**src/rtl/ram_loader_pkg.sv**
```systemverilog
// Shared types and defaults for the RAM block loader.
// The states, the widths and the RAM read latency live here.
package ram_loader_pkg;

    localparam int LD_ADDR_W  = 8;
    localparam int LD_DATA_W  = 8;
    // A read address takes this many cycles to appear on q; it is covered by RD_WAIT.
    localparam int RD_LATENCY = 1;

    typedef enum logic [3:0] {
        S_IDLE,
        S_LOAD,
        S_WR,
        S_RD_ADDR,
        S_RD_WAIT,
        S_RD_ACC,
        S_CHECK,
        S_DONE,
        S_FAIL
    } loader_state_t;

endpackage

```
**src/rtl/ram_loader_if.sv**
```systemverilog
// Single-port RAM bus: address, write data and write enable out; registered read data in.
// The loader drives the bus through the master modport; the RAM uses the slave modport.
interface ram_loader_if #(
    parameter int ADDR_W = 8,
    parameter int DATA_W = 8
);
    logic [ADDR_W-1:0] ram_addr;
    logic [DATA_W-1:0] ram_data;
    logic              ram_wren;
    logic [DATA_W-1:0] ram_q;

    modport master (output ram_addr, output ram_data, output ram_wren, input ram_q);
    modport slave  (input ram_addr, input ram_data, input ram_wren, output ram_q);
endinterface

```
**src/rtl/byte_checksum.sv**
```systemverilog
// Additive checksum (mod 2**W) that can be cleared; the sum updates on the clock edge after add_en.
// There is no backpressure: clr has priority over add_en.
module byte_checksum #(
    parameter int W = 8
) (
    input  logic         clk,
    input  logic         reset,
    input  logic         clr,
    input  logic         add_en,
    input  logic [W-1:0] din,
    output logic [W-1:0] sum
);

    always_ff @(posedge clk or negedge reset) begin
        if (!reset) begin
            sum <= '0;
        end else if (clr) begin
            sum <= '0;
        end else if (add_en) begin
            sum <= sum + din;
        end
    end

endmodule

```
**src/rtl/ram_loader.sv**
```systemverilog
// Loads a byte stream into RAM from a base address, then reads the block back to check its sum.
// Each write takes 2 cycles; verify takes 3*count+1 cycles. Strobes are pulses, and any that arrive early are dropped and flagged.
module ram_loader
    import ram_loader_pkg::*;
#(
    parameter int ADDR_W = LD_ADDR_W,
    parameter int DATA_W = LD_DATA_W
) (
    input  logic              clk,
    input  logic              reset,
    input  logic              start,
    input  logic [ADDR_W-1:0] start_addr,
    input  logic              wr_strobe,
    input  logic [DATA_W-1:0] data_in,
    input  logic              end_load,
    input  logic              abort,
    ram_loader_if.master      ram,
    output logic [ADDR_W:0]   count,
    output logic              busy,
    output logic              full,
    output logic              done,
    output logic              error,
    output logic              overrun
);

    localparam logic [ADDR_W:0] DEPTH = {1'b1, {ADDR_W{1'b0}}};

    loader_state_t     state, state_n;
    logic [ADDR_W-1:0] base;
    logic [ADDR_W-1:0] addr_q;
    logic [ADDR_W-1:0] addr_c;
    logic [DATA_W-1:0] byte_q;
    logic [ADDR_W:0]   idx;
    logic              end_pend;
    logic [DATA_W-1:0] wsum, rsum;

    logic latch_start, take_byte, do_write, set_pend, clr_pend;
    logic start_rd, acc, ovr_set;

    assign full = (count == DEPTH);

    always_comb begin
        state_n     = state;
        latch_start = 1'b0;
        take_byte   = 1'b0;
        do_write    = 1'b0;
        set_pend    = 1'b0;
        clr_pend    = 1'b0;
        start_rd    = 1'b0;
        acc         = 1'b0;
        ovr_set     = 1'b0;
        if (abort) begin
            state_n  = S_IDLE;
            clr_pend = 1'b1;
        end else begin
            case (state)
                S_IDLE, S_DONE, S_FAIL: begin
                    if (start) begin
                        state_n     = S_LOAD;
                        latch_start = 1'b1;
                    end
                end
                S_LOAD: begin
                    if (wr_strobe) begin
                        // A write always wins; a simultaneous end_load waits for the next LOAD cycle.
                        set_pend = end_load;
                        if (full) begin
                            ovr_set = 1'b1;
                        end else begin
                            take_byte = 1'b1;
                            state_n   = S_WR;
                        end
                    end else if (end_load || end_pend) begin
                        clr_pend = 1'b1;
                        if (count == '0) begin
                            state_n = S_DONE;
                        end else begin
                            start_rd = 1'b1;
                            state_n  = S_RD_ADDR;
                        end
                    end
                end
                S_WR: begin
                    do_write = 1'b1;
                    ovr_set  = wr_strobe;
                    set_pend = end_load;
                    state_n  = S_LOAD;
                end
                S_RD_ADDR: state_n = S_RD_WAIT;
                S_RD_WAIT: state_n = S_RD_ACC;
                S_RD_ACC: begin
                    acc     = 1'b1;
                    state_n = ((idx + 1'b1) == count) ? S_CHECK : S_RD_ADDR;
                end
                S_CHECK: state_n = (rsum == wsum) ? S_DONE : S_FAIL;
                default: state_n = S_IDLE;
            endcase
        end
    end

    always_comb begin
        case (state)
            S_WR:                 addr_c = base + count[ADDR_W-1:0];
            S_RD_ADDR, S_RD_WAIT: addr_c = base + idx[ADDR_W-1:0];
            default:              addr_c = addr_q;
        endcase
    end

    assign ram.ram_addr = addr_c;
    assign ram.ram_data = byte_q;
    assign ram.ram_wren = (state == S_WR) && !abort;

    assign busy  = !(state == S_IDLE || state == S_DONE || state == S_FAIL);
    assign done  = (state == S_DONE);
    assign error = (state == S_FAIL);

    always_ff @(posedge clk or negedge reset) begin
        if (!reset) begin
            state    <= S_IDLE;
            base     <= '0;
            addr_q   <= '0;
            byte_q   <= '0;
            idx      <= '0;
            end_pend <= 1'b0;
            count    <= '0;
            overrun  <= 1'b0;
        end else begin
            state  <= state_n;
            addr_q <= addr_c;
            if (latch_start) begin
                base    <= start_addr;
                count   <= '0;
                overrun <= 1'b0;
            end
            if (take_byte) byte_q <= data_in;
            if (do_write)  count  <= count + 1'b1;
            if (ovr_set)   overrun <= 1'b1;
            if (clr_pend || latch_start) begin
                end_pend <= 1'b0;
            end else if (set_pend) begin
                end_pend <= 1'b1;
            end
            if (start_rd) begin
                idx <= '0;
            end else if (acc) begin
                idx <= idx + 1'b1;
            end
        end
    end

    byte_checksum #(.W(DATA_W)) u_wsum (
        .clk    (clk),
        .reset  (reset),
        .clr    (latch_start),
        .add_en (do_write),
        .din    (byte_q),
        .sum    (wsum)
    );

    byte_checksum #(.W(DATA_W)) u_rsum (
        .clk    (clk),
        .reset  (reset),
        .clr    (start_rd),
        .add_en (acc),
        .din    (ram.ram_q),
        .sum    (rsum)
    );

endmodule

```
**src/flat_wrapper.sv**
```systemverilog
// flat-port wrapper written by rule: the top's interface ports become plain ports
module ram_loader_flat import ram_loader_pkg::*;
#(
    parameter int ADDR_W = LD_ADDR_W,
    parameter int DATA_W = LD_DATA_W
)
  (clk, reset, start, start_addr, wr_strobe, data_in, end_load, abort, count, busy, full, done, error, overrun, ram_ram_addr, ram_ram_data, ram_ram_wren, ram_ram_q);
  ram_loader_if #(.ADDR_W(ADDR_W), .DATA_W(DATA_W)) ram_i ();
  input  logic clk;
  input  logic reset;
  input  logic start;
  input  logic [ADDR_W-1:0] start_addr;
  input  logic wr_strobe;
  input  logic [DATA_W-1:0] data_in;
  input  logic end_load;
  input  logic abort;
  output logic [ADDR_W:0] count;
  output logic busy;
  output logic full;
  output logic done;
  output logic error;
  output logic overrun;
  output wire logic [$bits(ram_i.ram_addr)-1:0] ram_ram_addr;
  output wire logic [$bits(ram_i.ram_data)-1:0] ram_ram_data;
  output wire logic [$bits(ram_i.ram_wren)-1:0] ram_ram_wren;
  input wire logic [$bits(ram_i.ram_q)-1:0] ram_ram_q;
  assign ram_ram_addr = ram_i.ram_addr;
  assign ram_ram_data = ram_i.ram_data;
  assign ram_ram_wren = ram_i.ram_wren;
  assign ram_i.ram_q = ram_ram_q;
  ram_loader #(.ADDR_W(ADDR_W), .DATA_W(DATA_W)) u_core (.clk(clk), .reset(reset), .start(start), .start_addr(start_addr), .wr_strobe(wr_strobe), .data_in(data_in), .end_load(end_load), .abort(abort), .ram(ram_i), .count(count), .busy(busy), .full(full), .done(done), .error(error), .overrun(overrun));
endmodule
```
**config.mk**
```make
export PLATFORM = sky130hd
export DESIGN_NAME = ram_loader_flat
export DESIGN_NICKNAME = d
export VERILOG_FILES = /design/src/rtl/ram_loader_pkg.sv /design/src/rtl/ram_loader_if.sv /design/src/rtl/byte_checksum.sv /design/src/rtl/ram_loader.sv /design/src/flat_wrapper.sv
export SDC_FILE = /design/constraint.sdc
export NUM_CORES = 1
export LEC_CHECK = 0
export CAP_MARGIN = 20
export CORE_ASPECT_RATIO = 0.8
export CORE_MARGIN = 1.5
export CORE_UTILIZATION = 25
export DETAILED_ROUTE_END_ITERATION = 8
export GPL_TIMING_DRIVEN = 0
export MAX_ROUTING_LAYER = met4
export PLACE_DENSITY = 0.54
export SKIP_CTS_REPAIR_TIMING = 1
export SLEW_MARGIN = 10
export SYNTH_ARGS = -nofsm -noshare
export SYNTH_HDL_FRONTEND = slang
export SYNTH_SLANG_ARGS = --single-unit
```
**constraint.sdc**
```tcl
create_clock -name clk -period 5.41 [get_ports clk]
set_clock_uncertainty 0.05 [all_clocks]
set_input_delay 0.541 -clock clk [delete_from_list [all_inputs] [get_ports clk]]
set_output_delay 0.541 -clock clk [all_outputs]
set_load 0.005 [all_outputs]
```
# Word level (Yosys, flattened, before mapping)
# Cells that the tools add are included.
# totals
ff_bits	64
out_inout_bits	31
# classes
add_sub_neg	6
n_eq_ne	14
mux	49
reduce_logical	16
# ops
operator	n
9-bit two-way mux	4
8-bit adder	4
8-bit two-way mux	4
1-bit two-way mux	29
4-bit one-hot mux with 7 select lines	1
4-bit two-way mux	6
9-bit by 1-bit adder with 9-bit output (second input constant)	2
4-bit by 3-bit == test with 1-bit output (second input constant)	4
8-bit one-hot mux with 2 select lines	1
9-bit == test	1
9-bit == test (second input constant)	1
9-bit logical NOT	1
4-bit by 2-bit == test with 1-bit output (second input constant)	2
8-bit == test	1
2-bit nonzero test	4
3-bit two-way mux	2
4-bit by 1-bit == test with 1-bit output (second input constant)	1
4-bit == test (second input constant)	1
4-bit logical NOT	1
1-bit logical OR	4
4-bit by 3-bit inequality test with 1-bit output (second input constant)	1
4-bit inequality test (second input constant)	1
1-bit one-hot mux with 2 select lines	2
3-bit inequality test (second input constant)	1
other kinds (5)	6

# Longest topological paths before layout
# depth
ltp_word	7
ltp_mapped	14
depth_no_buf	12

# Modules after synthesis
# A second synthesis with hierarchy kept.
# unflattened
hier_cells	435
hier_area_um2	4280.4
# by_module_without_submodules
mod	n_inst	cells_each	area_each_um2	seq_area_each_um2
ram_loader	1	303	2986.6	1201.2
byte_checksum	2	66	646.9	200.2

# Worst setup path after synthesis
# No wires, ideal clock.
# synth_path
kind	reg-to-output
startpoint	register u_core.state[0]
endpoint	output port ram_ram_addr[7]
t_arrival_ns	2.885
required_time_ns	4.819
setup_slack_ns	1.934
path_stages_with_launch	11
n_path_buf	1
cell_sequence	dfrtp_1 or3b_1 a21oi_2 buf_2 mux2_2 ha_1 nor2b_1 o31a_1 o41ai_1 xnor2_1 mux2_2
# synth_via
elab_chain_len	3
# synth_rtl
item	line_no	text
from (decl)	ram_loader.sv:28	loader_state_t state, state_n;
from (signal assigned)	ram_loader.sv:128	state <= state_n;
4-bit by 2-bit == test with 1-bit output / 4-bit by 3-bit == test with 1-bit output (equally long branches)	ram_loader.sv:102	case (state)
2-bit OR reduction	ram_loader.sv:102	
8-bit one-hot mux with 2 select lines (*)	ram_loader.sv:102	
to (decl)	flat_wrapper.sv:23	output wire logic [$bits(ram_i.ram_addr)-1:0] ram_ram_addr;
# Mark *: on every way between the ends. The rest lies on a longest branch, timed or not.

# Worst setup path in the final report
# Ends and elaborated chain as after synthesis.

==> metrics.csv <==
metric,value,unit
status,"finished, final reports clean",
Rel. slew slack,57.0,%
Tightest Pin Transition,0.645,ns
critical path type,reg2out,
CP cell instances,or3b_1 -> a21oi_2 -> buf_2 -> mux2_2 -> ha_1 -> nor2b_1 -> o31a_1 -> o41ai_1 -> xnor2_1 -> mux2_2 -> clkdlybuf4s50_1,
synthesized instance count,472,
CP max-delay cell,or3b_1,
Fin Hold WS,0.0926,ns
"Seq/Total Area, Yosys",37.5,%
setup TNS,0,ns
top cells by instance count after synthesis,"dfrtp_1, nand2_1, nor2_1",
"IR drop worst, VDD",0.206,mV
crit start category,flop,
H-tree levels,3,
via count,3703,
Area growth syn-to-layout,27.1,%
clock sinks,64,
Num CTS Buffers,9,
Final setup viols,0,
number of synthesized register bits,64,
top_reg_cell synth,dfrtp_1,
Yosys top cell area share,37.5,%
met1 Use GR,20.0,%
layout cells sized above 1,8.97,%
antenna violations before repair,0,
Core Area,16700,sq um
ys async rst share,100,%
Post-Synth Adder-Cell Area,8.43,%
cell taking the most area after synthesis,dfrtp_1,
GRT Residual Overflow,0,
clock buffer depth,2,
Critical Path Max Stage Delay,0.45,ns
Tcrit/Tclk final,85.7,%
Compound-Gate Fraction of Synth Area,15.1,%
GRT busiest layer,met2,
synth top area cells,"dfrtp_1, ha_1, nand2_1",
largest net degree at the start of global routing,34,
die width,149,um
Yosys Warn Count,0,
P_leak,0.00232,uW
"Cell Area, Synth",4270,sq um
Nets,600,
Final ANT Viol Nets,0,
placed instance count,752,
Initial Util,25.6,%
Power Density,482,nW/um^2
multiplexer share of the synthesized area,5.94,%
CTS root buf,clkbuf_16,
DR iter-0 viols,171,
crit path max fanout,10,
CP dominant cell by count,mux2_2,
GR Util All Layers,14.5,%
DIE AREA,17900,sq um
grt met3 use,2.17,%
drc violations,0,
top-count cell post-synth,dfrtp_1,
Routed WL per cell,15.2,um
worst-skew pair later-pin latency,0.33,ns
number of synthesized flops with an enable pin,0,
Synth Area in XOR/XNOR,6.97,%
PortBufs,59,
cell row count,42,
Max Clock Freq,216,MHz
WP data arrival,4.05,ns
first-pass GRT wire length,19.9,mm
max-slew violation count,0,
drt total wl,11.7,mm
die height,120,um
diode count,0,
# Max-Cap Violations,0,
syn avg cell area,9.05,sq um
met2 Usage GRT,21.9,%
vias in the first global route,3853,
crit path capture type,output pin,
Final Hold Fails,0,
RSZ-0062 raised after global routing,no,
CP required,4.82,ns
Hold Crit Class,in2async,
I/O pins,61,
drt first pass iters,4,
clock-pin slew on the worst setup and hold paths,0.05,ns
Post-Synth Simple-Gate Area,21.6,%
detailed placement HPWL,8.78,mm
R2R cell count,10,
"Net Count, Synth",529,
synth unique cells,59,
TritonCTS clock tree,done,
vias per inst,4.83,
Period minus WS final,4.64,ns
RD Place Congestion,0.859,
main combinational cell family by area after synthesis,simple AND/OR/NAND/NOR gates,
Layout Cells excl Fill,766,
## where the power goes
group	internal (uW)	switching, uW
logic	630	620
registers	649	175
clock network	343	200
## worst max-delay path: cells and delay by family, from the launching register on
family | cells | cell delay, ns
AOI/OAI and AO/OA | 3 | 0.87
buffers and inverters | 2 | 0.70
muxes | 2 | 0.65
and+or+nand+nor | 2 | 0.61
DFF | 1 | 0.43
adders and majority gates | 1 | 0.32
xor gates and xnor gates | 1 | 0.12
## logic make-up after synthesis
kind of cell	count (synthesis)
muxes	23
DFF	64
xor gates and xnor gates	34
buffers and inverters	47
and+or+nand+nor	177
adders and majority gates	27
AOI/OAI and AO/OA	100
## per-stage QoR
stage	util, %	total power (uW)	worst slack, ns	area [sq um]
after floorplan	-	1610	1.93	4270
final	32.6	2620	0.774	5430
after CTS	32.6	2640	0.755	5430
after detailed placement	31.0	2080	1.13	5160
after global placement	30.8	2050	1.13	5140
after global routing	32.6	2840	0.581	5430
## final timing paths
kind / endpoint / slack, ns / startpoint
max: ram_ram_addr[7] / 0.77 / u_core.state[0]
min in group clk: u_core.base[0] / 0.43 / u_core.base[0]
max in group asynchronous: u_core.idx[5] / 4.69 / reset
max reg2reg: u_core.addr_q[7] / 1.97 / u_core.state[0]
min: u_core.u_wsum.sum[0] / 0.09 / reset
min reg2reg: u_core.base[0] / 0.43 / u_core.base[0]
## routing by layer
layer	share of wire, %	vias to the layer above
met5	0	-
met2	44	83
met3	4.9	13
met4	1.1	0
li1	-	1809
met1	50	1798
## state kept, by name, indices dropped and copies added, names as in the netlist
signal	flops
u_core.u_wsum.sum	8
u_core.idx	9
u_core.state	4
u_core.overrun	1
u_core.addr_q	8
u_core.end_pend	1
u_core.u_rsum.sum	8
u_core.ram.ram_data	8
u_core.count	9
u_core.base	8
## cell usage in the layout (no fill, tap or decap), types with 8 or more instances in the layout
cell,instances
buf_2,8
nand3_1,18
ha_1,24
and3_1,10
nor2_1,32
inv_1,23
nand2_1,61
o21ai_1,9
dfrtp_1,64
a21oi_1,18
mux2_1,8
xnor2_1,22
clkdlybuf4s50_1,58
nor3_1,10
mux2_2,11
clkbuf_1,17
o21ai_0,26
clkbuf_16,9
xor2_1,12
## area by class of cell
cell class              instances  area, sq um
multi-input cells             361         2480
flip-flops and latches         64         1600
well taps                     220          275
clock buffers                  14          274
repair buffers                 60          608
inverters                      23         86.3
fillers                      1729        11200
plain buffers                  24          104
No activity file was read; power rests on OpenSTA's default activity.
